===== config.mk =====
export PLATFORM = sky130hd
export DESIGN_NAME = uart_tx_cfg
export DESIGN_NICKNAME = d
export VERILOG_FILES = /design/src/rtl/uart_tx_cfg.sv
export SDC_FILE = /design/constraint.sdc
export NUM_CORES = 1
export LEC_CHECK = 0
export ABC_AREA = 1
export ABC_CLOCK_PERIOD_IN_PS = 3430
export CAP_MARGIN = 0
export CORE_ASPECT_RATIO = 1.5
export CORE_MARGIN = 2
export CORE_UTILIZATION = 41
export DETAILED_ROUTE_END_ITERATION = 10
export SLEW_MARGIN = 20
export SYNTH_ARGS = -nofsm -noshare
export SYNTH_HDL_FRONTEND = slang
export SYNTH_SLANG_ARGS = --single-unit

===== constraint.sdc =====
create_clock -name clk -period 3.43 [get_ports clk]
set_clock_uncertainty 0.15 [all_clocks]
set_input_delay 1.029 -clock clk [delete_from_list [all_inputs] [get_ports clk]]
set_output_delay 1.029 -clock clk [all_outputs]
set_load 0.02 [all_outputs]

===== src/rtl/uart_tx_cfg.sv =====
// Configurable UART transmitter: start bit, LSB-first data, optional parity, 1-2 stop bits.
// The baud divisor and the word are captured together when a word is accepted.
module uart_tx_cfg #(
  parameter int DATA_BITS   = 8,
  parameter int PARITY_MODE = 0,
  parameter int STOP_BITS   = 1,
  parameter int DIV_W       = 16
) (
  input  logic                 clk,
  input  logic                 rst,
  input  logic [DIV_W-1:0]     baud_div,
  input  logic [DATA_BITS-1:0] tx_data,
  input  logic                 tx_valid,
  output logic                 tx_ready,
  output logic                 tx_busy,
  output logic                 tx_done,
  output logic                 tx_serial_out
);

  typedef enum logic [2:0] {IDLE, START, DATA, PARITY, STOP} state_t;

  // Mode 3 is not a legal parity mode and behaves like "none".
  localparam bit HAS_PARITY = (PARITY_MODE == 1) || (PARITY_MODE == 2);
  localparam int IDX_W = $clog2(DATA_BITS + 1);
  localparam logic [IDX_W-1:0] LAST_DATA = IDX_W'(DATA_BITS - 1);
  localparam logic [IDX_W-1:0] LAST_STOP = IDX_W'(STOP_BITS - 1);
  localparam logic [IDX_W-1:0] IDX_ONE   = IDX_W'(1);
  localparam logic [DIV_W-1:0] DIV_ONE   = DIV_W'(1);

  state_t               state;
  logic [DATA_BITS-1:0] shreg;
  logic [DIV_W-1:0]     div_reg;
  logic [DIV_W-1:0]     baud_cnt;
  logic [IDX_W-1:0]     bit_idx;
  logic                 par_bit;
  logic                 bit_end;

  assign bit_end = (baud_cnt == div_reg - DIV_ONE);

  // bit_idx counts data bits in DATA and stop bits in STOP.
  always_ff @(posedge clk or posedge rst) begin
    if (rst) begin
      state         <= IDLE;
      shreg         <= '0;
      div_reg       <= '0;
      baud_cnt      <= '0;
      bit_idx       <= '0;
      par_bit       <= 1'b0;
      tx_serial_out <= 1'b1;
      tx_ready      <= 1'b1;
      tx_busy       <= 1'b0;
      tx_done       <= 1'b0;
    end else begin
      tx_done <= 1'b0;
      if (state != IDLE) baud_cnt <= bit_end ? '0 : baud_cnt + DIV_ONE;
      case (state)
        IDLE: begin
          tx_serial_out <= 1'b1;
          if (tx_valid && tx_ready) begin
            shreg         <= tx_data;
            div_reg       <= (baud_div == '0) ? DIV_ONE : baud_div;
            par_bit       <= (PARITY_MODE == 2) ? ~^tx_data : ^tx_data;
            baud_cnt      <= '0;
            state         <= START;
            tx_ready      <= 1'b0;
            tx_busy       <= 1'b1;
            tx_serial_out <= 1'b0;
          end
        end
        START: begin
          if (bit_end) begin
            state         <= DATA;
            bit_idx       <= '0;
            tx_serial_out <= shreg[0];
            shreg         <= shreg >> 1;
          end
        end
        DATA: begin
          if (bit_end) begin
            if (bit_idx == LAST_DATA) begin
              bit_idx <= '0;
              if (HAS_PARITY) begin
                state         <= PARITY;
                tx_serial_out <= par_bit;
              end else begin
                state         <= STOP;
                tx_serial_out <= 1'b1;
              end
            end else begin
              bit_idx       <= bit_idx + IDX_ONE;
              tx_serial_out <= shreg[0];
              shreg         <= shreg >> 1;
            end
          end
        end
        PARITY: begin
          if (bit_end) begin
            state         <= STOP;
            bit_idx       <= '0;
            tx_serial_out <= 1'b1;
          end
        end
        STOP: begin
          if (bit_end) begin
            if (bit_idx == LAST_STOP) begin
              state    <= IDLE;
              tx_ready <= 1'b1;
              tx_busy  <= 1'b0;
              tx_done  <= 1'b1;
            end else begin
              bit_idx <= bit_idx + IDX_ONE;
            end
          end
        end
        default: state <= IDLE;
      endcase
    end
  end

endmodule


==> results.sh <==
export IMPL_status="complete, no violations"
export IMPL_cpPeakStageDelay_ns=0.44
export IMPL_grt_pass1_wl_mm=13.8
export IMPL_synth_edf_count=0
export IMPL_crit_arrival_ns=2.70
export IMPL_num_vias=2980
export IMPL_path_cells="inv_2, ha_1, nand2_2, nor2_2, xor2_1, nor3b_1, nand2_1, nor2_1, nand3_1, nand2_1, inv_2, o211ai_1, inv_1"
export IMPL_post_cts_setup_buffers=0
export IMPL_yosysTopAreaCellShare_pct=37.1
export IMPL_syn_area_um2=3300
export IMPL_ys_ff_latch=51
export IMPL_antenna_found_initial=0
export IMPL_post_cts_resized=0
export IMPL_insertion_delay_ns=0.29
export IMPL_ys_flop_type="dfrtp_1"
export IMPL_worst_path_max_delay_cell="dfrtp_1"
export IMPL_clock_fmax_mhz=375
export IMPL_r2r_start="div_reg[0]$_DFFE_PP0P_"
export IMPL_avgRoutedWirePerCell_um=13.2
export IMPL_synth_area_leader_cell="dfrtp_1"
export IMPL_clock_root_buffer="clkbuf_16"
export IMPL_globalplace_congestion=0.904
export IMPL_pwr_density_cell_nw_per_um2=303
export IMPL_dr_first_iter_drc_count=128
export IMPL_drv_cap=0
export IMPL_tightest_slew_ns=0.564
export IMPL_tns_ns=0
export IMPL_finalMaxSlewViolations=0
export IMPL_critPathBufInv=3
export IMPL_hold_viol_final=0
export IMPL_drtPass1Iterations=4
export IMPL_wl_mm=7.83
export IMPL_synth_cell_type_count=41
export IMPL_yosysMostFrequentCell="nand2_1"
export IMPL_whs_ns=0.335
export IMPL_ir_worst_vdd_mv=0.305
export IMPL_synthTopCellsByCount="nand2_1, inv_1, dfrtp_1"
export IMPL_port_buffers=30
export IMPL_leakagePower_nw=1.93
export IMPL_synth_fp_nets=482
export IMPL_pin_count=31
export IMPL_critPathLaunch="div_reg[0]$_DFFE_PP0P_"
export IMPL_cpLargestDelayFamily="simple AND/OR/NAND/NOR gates"
export IMPL_endpoint_kind="flop"
export IMPL_timing_final_crit_share_pct=77.7
export IMPL_crit_type="reg -> reg"
export IMPL_track_usage_pct=19.6
export IMPL_cts_made_buffers=5
export IMPL_synth_warnings=0
export IMPL_grt_max_degree=52
export IMPL_num_rows=40
export IMPL_drive_above_1_share_pct=11.7
export IMPL_path_clk_slew_ns=0.07
export IMPL_hold_path_class="reg -> reg"
export IMPL_start_kind="flop"
export IMPL_cts_tree="yes"
export IMPL_clockBufferDepth=2
export IMPL_antenna_cells=0
export IMPL_cts_max_level=2
export IMPL_start_util_pct=41.8
export IMPL_power_mw=1.18
export IMPL_crit_fanout=10
export IMPL_netlist_instances=451
export IMPL_ant_nets=0
export IMPL_cts_sinks=51
export IMPL_grt_pass1_vias=3050
export IMPL_finalSetupViolCount=0
export IMPL_fin_util_pct=49.3
export IMPL_syn_area_per_cell_um2=7.33
export IMPL_relSlewSlack_pct=62.1
export IMPL_die_x_um=77.3
export IMPL_syn_to_final_growth_pct=17.9
export IMPL_ys_seq_area_share_pct=38.7
export IMPL_nNetsFinal=517
export IMPL_die_h_um=114
export IMPL_dp_hpwl_mm=6.16
export IMPL_cp_required_ns=3.46
export IMPL_ctsHoldBuffers=0
export IMPL_drc=0
export IMPL_hold_path_startpoint="tx_ready$_DFFE_PP1P_"
export IMPL_rsz0062_at_grt="no"
export IMPL_core_area_um2=7910
export IMPL_fin_crit_ns=2.67
export IMPL_synth_top_cells_by_area="dfrtp_1, nand2_1, inv_1"
export IMPL_async_flop_share_pct=100
export IMPL_grt_ovfl_total=0
export IMPL_via_per_inst=5.03
export IMPL_dieArea_um2=8810
-- routing by layer --
metal / vias to the layer above / part of all wire, % / global-route usage, %
met3: 16 / 2.5 / 2.61
met2: 52 / 54 / 36.9
li1: 1519 / - / -
met4: 0 / 3.1 / 8.57
met1: 1393 / 40 / 21.9
met5: - / 0 / 0
-- cells by family (layout without fill, tap and decap cells) --
| kind of cell | count (synthesis) | count (layout) | synth area share [%] |
|---|---|---|---|
| adders and majority gates | 4 | 4 | 1.51 |
| muxes | 7 | 7 | 2.12 |
| DFF | 51 | 51 | 38.7 |
| buffers and inverters | 67 | 103 | 7.84 |
| and+or+nand+nor | 252 | 252 | 35.2 |
| AOI/OAI and AO/OA | 54 | 54 | 10.4 |
| xor gates and xnor gates | 16 | 16 | 4.24 |
-- tightest hold or removal path, stage by stage (launching register included) --
cell     delay [ns]
dfstp_2        0.38
nand2_1        0.06
nand2_1        0.05
-- cells in the final DEF (no fill, tap or decap), types with 8 or more instances in the layout --
master           Yosys  routed
o21ai_0             18      18
nor2_1              43      43
dfrtp_1             49      49
xnor2_1              8       8
a21oi_1              9       9
nand3_1             30      30
nor2_2              11      11
nand3b_1             9       9
inv_2                7       8
o21ai_2              8       8
o21ai_1              8       8
xor2_1               8       8
nand2_1            124     124
clkdlybuf4s50_1      0      30
inv_1               56      55
-- final timing paths --
path	cells past startpoint	slack, ns	endpoint
setup / recovery	13	0.76	baud_cnt[4]$_DFF_PP0_
hold reg to reg	2	0.33	tx_ready$_DFFE_PP1P_
max in group asynchronous	3	1.89	tx_serial_out$_DFFE_PP1P_
hold / removal	2	0.33	tx_ready$_DFFE_PP1P_
setup reg to reg	13	0.76	baud_cnt[4]$_DFF_PP0_
min in group asynchronous	3	0.94	tx_done$_DFF_PP0_
-- per-stage QoR --
stage	std cells	instance area (µm²)	setup WS [ns]
global placement	584	3740	0.716
finish	592	3900	0.764
detailed placement	584	3740	0.683
floorplan	451	3300	1.02
global route	592	3900	0.462
CTS	592	3900	0.750
-- power breakdown --
group,internal (mW),total [mW],switching (mW)
sequential,0.601,0.601,0
combinational,0.0294,0.0501,0.0207
clock,0.311,0.531,0.220
-- final cells by class --
cell class,instances,area [µm²]
Clock buffer,8,156
Multi-Input combinational cell,333,1770
Tap cell,105,131
Fill cell,849,4010
Inverter,63,236
Sequential cell,51,1280
Timing Repair Buffer,32,328
Note: power is estimated with default switching activity, not from simulation.
